[config.mk]
export PLATFORM = sky130hd
export DESIGN_NAME = sha3_sponge_ctrl
export DESIGN_NICKNAME = d
export VERILOG_FILES = /design/src/rtl/sha3_sponge_ctrl.sv
export SDC_FILE = /design/constraint.sdc
export NUM_CORES = 1
export LEC_CHECK = 0
export CORE_MARGIN = 2
export CORE_UTILIZATION = 40
export DETAILED_ROUTE_END_ITERATION = 12
export GPL_TIMING_DRIVEN = 1
export MAX_ROUTING_LAYER = met4
export PLACE_DENSITY = 0.91
export SKIP_LAST_GASP = 1
export SLEW_MARGIN = 20
export SYNTH_ARGS = -nofsm -noshare
export SYNTH_HDL_FRONTEND = slang
export SYNTH_SLANG_ARGS = --single-unit
export TNS_END_PERCENT = 50
[constraint.sdc]
create_clock -name ACLK -period 5.6 [get_ports ACLK]
set_input_delay 0.84 -clock ACLK [delete_from_list [all_inputs] [get_ports ACLK]]
set_output_delay 0.84 -clock ACLK [all_outputs]
set_load 0.01 [all_outputs]
[src/rtl/sha3_sponge_ctrl.sv]
// sha3_sponge_ctrl
// Sponge sequencer for the SHA3 core. It accepts AXI-stream message beats and
// maps each beat to a word index of the rate portion of the state. After TLAST
// it emits the SHA3 padding words. After every full rate block it runs
// ROUNDS permutation rounds. It then holds the digest until the consumer
// accepts it.
//
// Ports:
//   ACLK, ARESETn         clock, asynchronous active-low reset
//   TVALID/TREADY/TLAST   stream handshake and end of message
//   TID[1:0]              mode (0..3 = SHA3-224/256/384/512), taken on first beat
//   data_in               beat payload
//   absorb_valid/_idx/_data  XOR absorb_data into state word absorb_idx
//   round_en, round_idx   one permutation round and its constant index
//   digest_valid/digest_ready  digest hold / accept handshake
//   state_clr             zero the state register on this edge
//   digest_mode           latched mode of the current message
//   blk_cnt[15:0]         completed-permutation count, only with the
//                         SHA3_CTRL_BLKCNT_EN macro defined
module sha3_sponge_ctrl #(
  parameter int DATA_WIDTH = 64,
  parameter int ROUNDS     = 24
) (
  input  logic                  ACLK,
  input  logic                  ARESETn,
  input  logic                  TVALID,
  output logic                  TREADY,
  input  logic                  TLAST,
  input  logic [1:0]            TID,
  input  logic [DATA_WIDTH-1:0] data_in,
  output logic                  absorb_valid,
  output logic [7:0]            absorb_idx,
  output logic [DATA_WIDTH-1:0] absorb_data,
  output logic                  round_en,
  output logic [4:0]            round_idx,
  output logic                  digest_valid,
  input  logic                  digest_ready,
  output logic                  state_clr,
`ifdef SHA3_CTRL_BLKCNT_EN
  output logic [15:0]           blk_cnt,
`endif
  output logic [1:0]            digest_mode
);

  typedef enum logic [1:0] {S_ABSORB, S_PAD, S_PERMUTE, S_DONE} state_e;

  // Rate expressed in absorb words for each mode.
  function automatic logic [7:0] rate_words(input logic [1:0] mode);
    unique case (mode)
      2'd0:    return 8'(1152 / DATA_WIDTH);
      2'd1:    return 8'(1088 / DATA_WIDTH);
      2'd2:    return 8'(832 / DATA_WIDTH);
      default: return 8'(576 / DATA_WIDTH);
    endcase
  endfunction

  state_e     state_q, state_d;
  logic [7:0] cnt_q, cnt_d;
  logic [7:0] pad_idx_q, pad_idx_d;
  logic [4:0] round_q, round_d;
  logic       pad_first_q, pad_first_d;
  logic       pad_pending_q, pad_pending_d;
  logic       final_q, final_d;
  logic       mode_latched_q, mode_latched_d;
  logic [1:0] mode_q, mode_d;
`ifdef SHA3_CTRL_BLKCNT_EN
  logic [15:0] blk_cnt_q, blk_cnt_d;
`endif

  logic       beat;
  logic [1:0] active_mode;
  logic [7:0] r_last;
  logic       round_last;

  // The first beat of a message sizes its block with the live TID, because
  // the latch only takes effect on the following edge.
  assign active_mode = mode_latched_q ? mode_q : TID;
  assign r_last      = 8'(rate_words(active_mode) - 8'd1);
  assign round_last  = (round_q == 5'(ROUNDS - 1));
  // TREADY is gated by ARESETn so that it reads 0 while reset is asserted,
  // even though the reset state is ABSORB.
  assign TREADY      = ARESETn && (state_q == S_ABSORB);
  assign beat        = TREADY && TVALID;
  assign round_idx   = round_q;
  assign digest_mode = mode_q;
`ifdef SHA3_CTRL_BLKCNT_EN
  assign blk_cnt     = blk_cnt_q;
`endif

  // State register.
  always_ff @(posedge ACLK or negedge ARESETn) begin
    if (!ARESETn) begin
      state_q        <= S_ABSORB;
      cnt_q          <= '0;
      pad_idx_q      <= '0;
      round_q        <= '0;
      pad_first_q    <= 1'b0;
      pad_pending_q  <= 1'b0;
      final_q        <= 1'b0;
      mode_latched_q <= 1'b0;
      mode_q         <= '0;
`ifdef SHA3_CTRL_BLKCNT_EN
      blk_cnt_q      <= '0;
`endif
    end else begin
      // NOTE: non-blocking assignments let every register sample the
      // pre-edge values, so ordering inside this block does not matter.
      state_q        <= state_d;
      cnt_q          <= cnt_d;
      pad_idx_q      <= pad_idx_d;
      round_q        <= round_d;
      pad_first_q    <= pad_first_d;
      pad_pending_q  <= pad_pending_d;
      final_q        <= final_d;
      mode_latched_q <= mode_latched_d;
      mode_q         <= mode_d;
`ifdef SHA3_CTRL_BLKCNT_EN
      blk_cnt_q      <= blk_cnt_d;
`endif
    end
  end

  // Next-state and datapath-register logic.
  always_comb begin
    // NOTE: every signal gets a hold default first, so no path leaves a
    // variable unassigned and no latch is inferred.
    state_d        = state_q;
    cnt_d          = cnt_q;
    pad_idx_d      = pad_idx_q;
    round_d        = round_q;
    pad_first_d    = pad_first_q;
    pad_pending_d  = pad_pending_q;
    final_d        = final_q;
    mode_latched_d = mode_latched_q;
    mode_d         = mode_q;
`ifdef SHA3_CTRL_BLKCNT_EN
    blk_cnt_d      = blk_cnt_q;
`endif
    unique case (state_q)
      S_ABSORB: begin
        if (beat) begin
          if (!mode_latched_q) begin
            mode_d         = TID;
            mode_latched_d = 1'b1;
          end
          if (cnt_q == r_last) begin
            // A full block with TLAST still needs a whole block of padding.
            cnt_d         = '0;
            pad_pending_d = TLAST;
            state_d       = S_PERMUTE;
          end else begin
            cnt_d = 8'(cnt_q + 8'd1);
            if (TLAST) begin
              pad_idx_d   = 8'(cnt_q + 8'd1);
              pad_first_d = 1'b1;
              state_d     = S_PAD;
            end
          end
        end
      end
      S_PAD: begin
        pad_first_d = 1'b0;
        pad_idx_d   = 8'(pad_idx_q + 8'd1);
        if (pad_idx_q == r_last) begin
          final_d = 1'b1;
          state_d = S_PERMUTE;
        end
      end
      S_PERMUTE: begin
        if (round_last) begin
          round_d = '0;
`ifdef SHA3_CTRL_BLKCNT_EN
          if (blk_cnt_q != 16'hFFFF) blk_cnt_d = blk_cnt_q + 16'd1;
`endif
          if (final_q) begin
            state_d = S_DONE;
          end else if (pad_pending_q) begin
            pad_pending_d = 1'b0;
            pad_idx_d     = '0;
            pad_first_d   = 1'b1;
            state_d       = S_PAD;
          end else begin
            state_d = S_ABSORB;
          end
        end else begin
          round_d = 5'(round_q + 5'd1);
        end
      end
      default: begin  // S_DONE
        if (digest_ready) begin
          cnt_d          = '0;
          final_d        = 1'b0;
          pad_pending_d  = 1'b0;
          mode_latched_d = 1'b0;
          state_d        = S_ABSORB;
        end
      end
    endcase
  end

  // Output decode.
  always_comb begin
    absorb_valid = 1'b0;
    absorb_idx   = '0;
    absorb_data  = '0;
    round_en     = 1'b0;
    digest_valid = 1'b0;
    state_clr    = 1'b0;
    unique case (state_q)
      S_ABSORB: begin
        if (beat) begin
          absorb_valid = 1'b1;
          absorb_idx   = cnt_q;
          absorb_data  = data_in;
        end
      end
      S_PAD: begin
        absorb_valid = 1'b1;
        absorb_idx   = pad_idx_q;
        // The first and last pad words may coincide and then carry both bytes.
        if (pad_first_q) absorb_data[7:0] = 8'h06;
        if (pad_idx_q == r_last) absorb_data[DATA_WIDTH-1 -: 8] = 8'h80;
      end
      S_PERMUTE: round_en = 1'b1;
      default: begin  // S_DONE
        digest_valid = 1'b1;
        state_clr    = digest_ready;
      end
    endcase
  end

endmodule

==> out/summary.txt, run 1 <==
STATUS
-----------------------------------------------------------------------------------------
Run status ................................................................. finished clean

CLOCK TREE
-----------------------------------------------------------------------------------------
Post-CTS setup repair buffer count .........................................            0
Post-cts resize count ......................................................            0
CTS tree ...................................................................         done
Clock tree root driver cell ................................................ sky130_fd_sc_hd__clkbuf_8
CTS sink count .............................................................           29
Clock Latency Late Sink ....................................................      0.29 ns
Clock slew at reported path FFs ............................................      0.07 ns
Count of hold-fix buffers inserted at cts ..................................            0
Clock buffer count from CTS ................................................            5
Number of buffers on the longest clock path ................................            2
H-tree Lvls ................................................................            2

WORST SETUP PATH
-----------------------------------------------------------------------------------------
Launching point of the worst reg2reg path ..................................   state_q[0]
Critical Path Start Type ...................................................    input pin
Critical path class ........................................................    in -> out
FF-to-FF End ............................................................... pad_idx_q[3]
Master of the slowest instance on the critical path ........................ sky130_fd_sc_hd__and3_2
Top cell by count, worst path .............................................. sky130_fd_sc_hd__clkdlybuf4s50_1
Worst setup EP type ........................................................ primary output
Required time reported for the critical path endpoint ......................      4.76 ns
Peak per-stage delay on the critical path ..................................      0.83 ns
Maximum net fanout on the critical path ....................................           72
Kind of cell adding the most delay to the critical path .................... buffers and inverters
Worst r2r path cells .......................................................            8
Buffers plus inverters on the worst setup path .............................            2
Worst-path cell chain ...................................................... clkdlybuf4s50_1 > and3_2 > and2_1 > clkdlybuf4s50_1
Data arrival time at the worst-slack endpoint ..............................      3.08 ns
Register-to-register setup slack ...........................................      2.43 ns

DRT
-----------------------------------------------------------------------------------------
Detailed-route wire length per cell ........................................ 19.51 microns
DR DRC count ...............................................................            0
Pre-antenna DRT Iters ......................................................            5
Total length of routed wires ............................................... 9951 microns
Total number of vias .......................................................         2810
Vias per inst ..............................................................        5.510
Detailed router's first-iteration violation count ..........................          297
Number of routed nets with antenna violations ..............................            0

STA
-----------------------------------------------------------------------------------------
Setup TNS Final ............................................................         0 ns
Slew at the pin closest to its max-slew limit ..............................    0.9448 ns
Minimum clock period after layout ..........................................     3.916 ns
Relative max-transition margin .............................................       37.01%
Final hold violation count .................................................            0
Final worst-path cycle share ...............................................       69.92%
Setup repair after global routing missed its margin ........................        false
Upper clock frequency limit ................................................    255.4 MHz
Worst Setup Slack, final ...................................................     1.684 ns
Final setup violation count ................................................            0
Number of pins with negative max-slew slack in the final report ............            0
Clk_skew ...................................................................  0.004725 ns

RUN
-----------------------------------------------------------------------------------------
Max-cap viol count .........................................................            0

YOSYS
-----------------------------------------------------------------------------------------
Leading cell types by total area after synthesis ........................... sky130_fd_sc_hd__dfrtp_1 (29%), sky130_fd_sc_hd__and2_1 (16%), sky130_fd_sc_hd__a22o_1 (5.7%), sky130_fd_sc_hd__mux2_2 (4.1%), sky130_fd_sc_hd__o21ai_0 (4.0%)
Proportion of register bits with asynchronous set or reset after synthesis .       100.0%
Cells after Synth ..........................................................          292
EDFF count, synth ..........................................................            0
Cell area after synthesis ..................................................   2477 sq um
Post-synthesis sequential area ratio .......................................       29.29%
Top cell type's share of synthesized area ..................................       29.29%
Flop and latch count out of synthesis ......................................           29
Flip-flop cell with the highest count after synthesis ...................... sky130_fd_sc_hd__dfrtp_1
Netlist cell types .........................................................           52
Yosys top cell by area ..................................................... sky130_fd_sc_hd__dfrtp_1
Synthesized area per cell ..................................................  8.484 sq um
Number of warning messages in the yosys log ................................            0
Net Count, Synth ...........................................................          370

FLOORPLAN
-----------------------------------------------------------------------------------------
Height of the die .......................................................... 82.70 microns
Die span in x .............................................................. 82.70 microns
Number of primary I/O pins .................................................          155
Die outline area ...........................................................   6839 sq um
Core Area ..................................................................   5956 sq um
Number of placement rows ...................................................           28
Starting density of the core ...............................................       41.60%

GRT
-----------------------------------------------------------------------------------------
Global-route wire length before repair ..................................... 15140 microns
Vias in the first global route .............................................         2794
Remaining global-route overflow ............................................            0
Antenna violations before repair ...........................................            1
Overall global routing resource usage ......................................       31.13%
Maximum number of pins on one net before global-route repair ...............           73

LAYOUT
-----------------------------------------------------------------------------------------
Number of nets at the end of the flow ......................................          511
Layout cells sized above 1 .................................................       6.452%
Area growth from synthesis to layout .......................................       66.26%

POWER
-----------------------------------------------------------------------------------------
Clock network power share ..................................................        12.9%
Pint .......................................................................     753.9 uW
Largest voltage drop on the vdd net ........................................  0.0002224 V
Power density over the cells ............................................... 324.8 nW/um^2
Comb pwr share .............................................................        61.0%
Static leakage .............................................................     1.625 nW
Reg power frac .............................................................        26.1%
Switching share of total power .............................................       43.65%
Switching Power ............................................................     584.0 uW

HOLD PATH
-----------------------------------------------------------------------------------------
Class of the tightest hold or removal check ................................   reg -> reg
Hold Path Sink ............................................................. round_idx[2]
Hold path startpoint ....................................................... round_idx[2]
Number of cells traversed by the worst hold path ...........................            1

PLACED DESIGN
-----------------------------------------------------------------------------------------
Pre-CTS worst setup slack ..................................................     1.707 ns
PortBufs ...................................................................          154
Half-perimeter wire length after placement ................................. 7688 microns
Gpl congestion .............................................................       0.8952

==> Yosys cell counts, drive strengths merged (2+ instances only) <==
cell type / number
nor2b: 3
xnor2: 7
ha: 7
buf: 3
mux2i: 3
nor4: 3
nand2b: 8
clkbuf: 18
a2111oi: 2
nor2: 11
a21o: 2
nor3: 2
dfrtp: 29
a311o: 2
inv: 8
or3: 3
nand3: 12
a22o: 16
a21oi: 7
o221ai: 2
and3: 5
xor2: 3
o21bai: 2
o32ai: 2
and2: 63
nand2: 20
o21ai: 21
nand4: 2
mux2: 11
==> through the flow <==
stage | total power, mW | utilization, % | instances | cell area, sq um | hold WS [ns]
floorplan | 0.8204 | - | 292 | 2477 | 0.5060
global placement | 1.124 | 67.67 | 501 | 4030 | 0.5259
detailed placement | 1.155 | 67.67 | 501 | 4030 | 0.5389
CTS | 1.330 | 69.12 | 509 | 4116 | 0.5527
global route | 1.430 | 69.16 | 510 | 4119 | 0.5650
finish | 1.338 | 69.16 | 510 | 4119 | 0.5543
==> worst reg2reg max path, stage by stage (launching register included) <==
cell	delay (ns)
sky130_fd_sc_hd__dfrtp_1	0.42
sky130_fd_sc_hd__inv_1	0.09
sky130_fd_sc_hd__ha_1	0.43
sky130_fd_sc_hd__nand3_1	0.31
sky130_fd_sc_hd__a22oi_1	0.35
sky130_fd_sc_hd__nand3_1	0.26
sky130_fd_sc_hd__nor2_1	0.70
sky130_fd_sc_hd__o21ai_0	0.25
sky130_fd_sc_hd__a22o_1	0.23
==> power by group through the flow <==
stage / Combinational, mW / Clock [mW] / Sequential [mW]
5_1_grt: 0.890 / 0.179 / 0.360
2_1_floorplan: 0.495 / 0 / 0.326
6_report: 0.816 / 0.172 / 0.350
3_5_place_dp: 0.804 / 0 / 0.351
4_1_cts: 0.812 / 0.172 / 0.347
3_3_place_gp: 0.782 / 0 / 0.343
==> cell usage in the layout (no fill, tap or decap), types with 2 or more instances in the layout <==
cell type                         count
sky130_fd_sc_hd__clkdlybuf4s50_1    154
sky130_fd_sc_hd__and2_1              63
sky130_fd_sc_hd__dfrtp_1             29
sky130_fd_sc_hd__nand2_1             20
sky130_fd_sc_hd__o21ai_0             20
sky130_fd_sc_hd__a22o_1              16
sky130_fd_sc_hd__nand3_1             12
sky130_fd_sc_hd__nor2_1              11
sky130_fd_sc_hd__mux2_2               9
sky130_fd_sc_hd__inv_1                8
sky130_fd_sc_hd__nand2b_1             8
sky130_fd_sc_hd__xnor2_1              7
sky130_fd_sc_hd__a21oi_1              7
sky130_fd_sc_hd__ha_1                 7
sky130_fd_sc_hd__clkbuf_8             5
sky130_fd_sc_hd__and3_1               4
sky130_fd_sc_hd__nor4_1               3
sky130_fd_sc_hd__xor2_1               3
sky130_fd_sc_hd__nor2b_1              3
sky130_fd_sc_hd__mux2i_1              2
sky130_fd_sc_hd__or3_1                2
sky130_fd_sc_hd__a2111oi_4            2
sky130_fd_sc_hd__a21o_1               2
sky130_fd_sc_hd__o21bai_1             2
sky130_fd_sc_hd__nand4_1              2
sky130_fd_sc_hd__mux2_1               2
sky130_fd_sc_hd__a311o_1              2
sky130_fd_sc_hd__o32ai_1              2
sky130_fd_sc_hd__clkinv_2             2
==> per-layer routing <==
layer	global-route usage [%]	routed length, microns	vias to the layer above
met1	38.39	4101	1347
met4	7.705	187	0
met2	52.90	5091	133
met3	5.543	571	19
met5	-	0	-
li1	-	-	1311
==> kinds of logic after synthesis <==
kind of cell             count (synthesis)  share of synthesized area (%)
AND/OR/NAND/NOR                        139                          32.37
adder cells (fa/ha/maj)                  7                          3.535
XOR/XNOR                                10                          3.536
AO/OA/AOI/OAI                           64                          20.00
flip-flops                              29                          29.29
multiplexers                            14                          6.364
buffers and inverters                   29                          4.899
==> final cells by class <==
type | instances | area (sq um)
clock inverters | 3 | 17.52
multi-input cells | 234 | 1632
fillers | 487 | 1837
diodes | 1 | 2.502
clock buffers | 5 | 68.82
repair buffers | 155 | 1549
inverters | 8 | 30.03
well taps | 75 | 93.84
flip-flops and latches | 29 | 725.7
==> sequential cells by signal (all words and copies together), names as in the netlist <==
signal and count:
mode_latched_q 1, pad_idx_q 8, final_q 1, pad_first_q 1, round_idx 5, state_q 2
pad_pending_q 1, cnt_q 8, digest_mode 2
==> worst max path at each step <==
| stage | endpoint | cells after the start | startpoint | slack [ns] |
|---|---|---|---|---|
| floorplan | absorb_data[1] | 7 | state_q[0] | 2.95 |
| global placement | absorb_data[51] | 4 | TVALID | 1.66 |
| detailed placement | absorb_data[51] | 4 | TVALID | 1.71 |
| CTS | absorb_data[51] | 4 | TVALID | 1.70 |
| global route | absorb_data[51] | 5 | state_q[0] | 1.55 |
| finish | absorb_data[51] | 4 | TVALID | 1.68 |
(Power assumes the default switching activity.)
==> run 2: changes to the inputs <==
--- a/config.mk
+++ b/config.mk
@@ -6,11 +6,11 @@
 export NUM_CORES = 1
 export LEC_CHECK = 0
 export CORE_MARGIN = 2
-export CORE_UTILIZATION = 40
+export CORE_UTILIZATION = 34
 export DETAILED_ROUTE_END_ITERATION = 12
 export GPL_TIMING_DRIVEN = 1
 export MAX_ROUTING_LAYER = met4
-export PLACE_DENSITY = 0.91
+export PLACE_DENSITY = 0.83
 export SKIP_LAST_GASP = 1
 export SLEW_MARGIN = 20
 export SYNTH_ARGS = -nofsm -noshare
==> constraint.sdc (replaced) <==
create_clock -name ACLK -period 3.6 [get_ports ACLK]
set_input_delay 0.54 -clock ACLK [delete_from_list [all_inputs] [get_ports ACLK]]
set_output_delay 0.54 -clock ACLK [all_outputs]
set_load 0.01 [all_outputs]
==> out/summary.txt, run 2 (same netlist as run 1, synthesis figures left out) <==
GRT
-------------------------------------------------------------------------------------
Remaining global-route overflow ........................................            0   unchanged
Vias in the first global route .........................................         2709   -3.0%
Maximum number of pins on one net before global-route repair ...........           70   -4.1%
Antenna violations before repair .......................................            0   -1
Global-route wire length before repair ................................. 13150 microns   -13%
Overall global routing resource usage ..................................       21.99%   -9.1 points

CLOCK TREE
-------------------------------------------------------------------------------------
Clock slew at reported path FFs ........................................      0.06 ns   about the same
Clock tree root driver cell ............................................ sky130_fd_sc_hd__clkbuf_8
H-tree Lvls ............................................................            2   unchanged
Number of buffers on the longest clock path ............................            2   unchanged
Clock buffer count from CTS ............................................            5   unchanged
CTS tree ...............................................................         done
Post-cts resize count ..................................................            0   unchanged
Post-CTS setup repair buffer count .....................................            0   unchanged
Count of hold-fix buffers inserted at cts ..............................            0   unchanged
Clock Latency Late Sink ................................................      0.28 ns   about the same
CTS sink count .........................................................           29   unchanged

STA
-------------------------------------------------------------------------------------
Final hold violation count .............................................            0   unchanged
Upper clock frequency limit ............................................    323.9 MHz
Final setup violation count ............................................            0   unchanged
Setup TNS Final ........................................................         0 ns   unchanged
Clk_skew ...............................................................  0.003803 ns   -0.0009224 ns
Number of pins with negative max-slew slack in the final report ........            0   unchanged
Minimum clock period after layout ......................................     3.087 ns
Final worst-path cycle share ...........................................       85.76%
Relative max-transition margin .........................................       52.22%   +15 points
Slew at the pin closest to its max-slew limit ..........................    0.7167 ns   -0.2281 ns
Setup repair after global routing missed its margin ....................        false

LAYOUT
-------------------------------------------------------------------------------------
Number of nets at the end of the flow ..................................          514   +0.59%
Most frequent standard cell in the layout excluding fill and tap cells . sky130_fd_sc_hd__clkdlybuf4s50_1
Number of antenna cells inserted .......................................            0   -1
Number of standard cells in the layout, taps in and fillers out ........          535   +4.9%
Top library cells by usage in the layout, fill and taps aside .......... sky130_fd_sc_hd__clkdlybuf4s50_1 (154), sky130_fd_sc_hd__and2_1 (63), sky130_fd_sc_hd__dfrtp_1 (29), sky130_fd_sc_hd__nand2_1 (20), sky130_fd_sc_hd__o21ai_0 (20)
Area growth from synthesis to layout ...................................       68.79%
Layout cells sized above 1 .............................................       6.651%   +0.20 points

WORST SETUP PATH
-------------------------------------------------------------------------------------
Register-to-register setup slack .......................................      0.84 ns   -1.59 ns
Peak per-stage delay on the critical path ..............................      0.54 ns   -0.29 ns
Critical Path Start Type ...............................................    input pin
Maximum net fanout on the critical path ................................            6   -92%
Data arrival time at the worst-slack endpoint ..........................      2.55 ns   -0.53 ns
Launching point of the worst reg2reg path ..............................   state_q[0]
Master of the slowest instance on the critical path .................... sky130_fd_sc_hd__clkdlybuf4s50_1
Critical path class ....................................................    in -> out
Required time reported for the critical path endpoint ..................      3.06 ns   -1.70 ns
Top cell by count, worst path .......................................... sky130_fd_sc_hd__clkdlybuf4s50_1
FF-to-FF End ........................................................... pad_idx_q[1]
Worst r2r path cells ...................................................            8   unchanged
Worst-path cell chain .................................................. clkdlybuf4s50_1 > mux2_2 > o22ai_1 > and4_1 > a22o_1 > clkdlybuf4s50_1
Worst setup EP type .................................................... primary output

DRT
-------------------------------------------------------------------------------------
Number of routed nets with antenna violations ..........................            0   unchanged
Pre-antenna DRT Iters ..................................................            7   +2
Total length of routed wires ........................................... 8547 microns   -14%
Vias per inst ..........................................................        5.116   -7.1%
DR DRC count ...........................................................            0   unchanged
Total number of vias ...................................................         2737   -2.6%
Detailed router's first-iteration violation count ......................          152   -49%
Detailed-route wire length per cell .................................... 15.98 microns   -18%

FLOORPLAN
-------------------------------------------------------------------------------------
Die span in x .......................................................... 89.36 microns   +8.1%
Starting density of the core ...........................................       34.71%   -6.9 points
Core Area ..............................................................   7137 sq um   +20%
Die outline area .......................................................   7985 sq um   +17%
Number of primary I/O pins .............................................          155   unchanged
Height of the die ...................................................... 89.36 microns   +8.1%
Number of placement rows ...............................................           31   +11%

PLACED DESIGN
-------------------------------------------------------------------------------------
PortBufs ...............................................................          154   unchanged
Cells after DPL ........................................................          528   +5.4%
Gpl congestion .........................................................       0.9171   +2.4%
Half-perimeter wire length after placement ............................. 6564 microns   -15%

RUN
-------------------------------------------------------------------------------------
Max-cap viol count .....................................................            0   unchanged

POWER
-------------------------------------------------------------------------------------
Static leakage .........................................................     1.643 nW   +1.1%
Power density over the cells ........................................... 502.1 nW/um^2   +55%
Largest voltage drop on the vdd net ....................................  0.0002683 V   +21%

HOLD PATH
-------------------------------------------------------------------------------------
Class of the tightest hold or removal check ............................  in -> async

STATUS
-------------------------------------------------------------------------------------
Run status ............................................................. finished clean

-- run 2: cell count changes in the layout (fill, tap and decap cells not counted), sizes merged --
cell,before,now
buf,1,4
clkbuf,5,7
clkinv,2,0
clkinvlp,1,0
diode,1,0
-- run 2: final cells by class --
cell class,instances,area (sq um)
multi-input combinational,234,1632
timing repair buffer,158,1584
clock buffer,7,86.33
fill,631,2955
sequential,29,725.7
inverter,8,30.03
tap,99,123.9
-- run 2: through the flow --
step                      util [%]  hold slack [ns]  setup WS, ns  total power [mW]  instance area (sq um)
final                        58.59           0.5320        0.5127             2.100                   4182
after global routing         58.59           0.5582        0.3906             2.233                   4182
after CTS                    58.59           0.5383        0.5179             2.099                   4182
after detailed placement     57.38           0.5427        0.5305             1.812                   4095
after global placement       57.38           0.5233        0.4993             1.774                   4095
after floorplan                  -           0.2444         1.254             1.276                   2477
-- run 2: power by group --
group	switching (mW)	total, mW	internal (mW)
clock network	0.124	0.275	0.151
registers	0.135	0.544	0.409
logic	0.632	1.28	0.648
total	0.891	2.10	1.21
-- run 2: how the worst max path moves through the flow --
stage / start / end / slack (ns) / cells after the start
6_report: TID[1] / absorb_data[63] / 0.51 / 6
5_1_grt: ARESETn / absorb_data[45] / 0.39 / 5
4_1_cts: ARESETn / absorb_idx[1] / 0.52 / 5
3_5_place_dp: ARESETn / absorb_idx[1] / 0.53 / 5
3_3_place_gp: TID[1] / absorb_data[63] / 0.50 / 6
2_1_floorplan: state_q[0] / absorb_data[1] / 1.25 / 7
-- run 2: layer usage --
metal | GRT usage (%) | vias to the layer above | share of wire, %
li1 | - | 1314 | -
met1 | 26.14 | 1284 | 42
met2 | 37.91 | 127 | 50
met3 | 3.878 | 12 | 6.3
met4 | 6.513 | 0 | 1.3
met5 | - | - | 0
-- run 2: critical path, delay by kind of cell --
kind	cells	cell delay, ns
simple gates	1	0.30
compound gates	2	0.32
mux	1	0.34
buf+inv	2	1.04
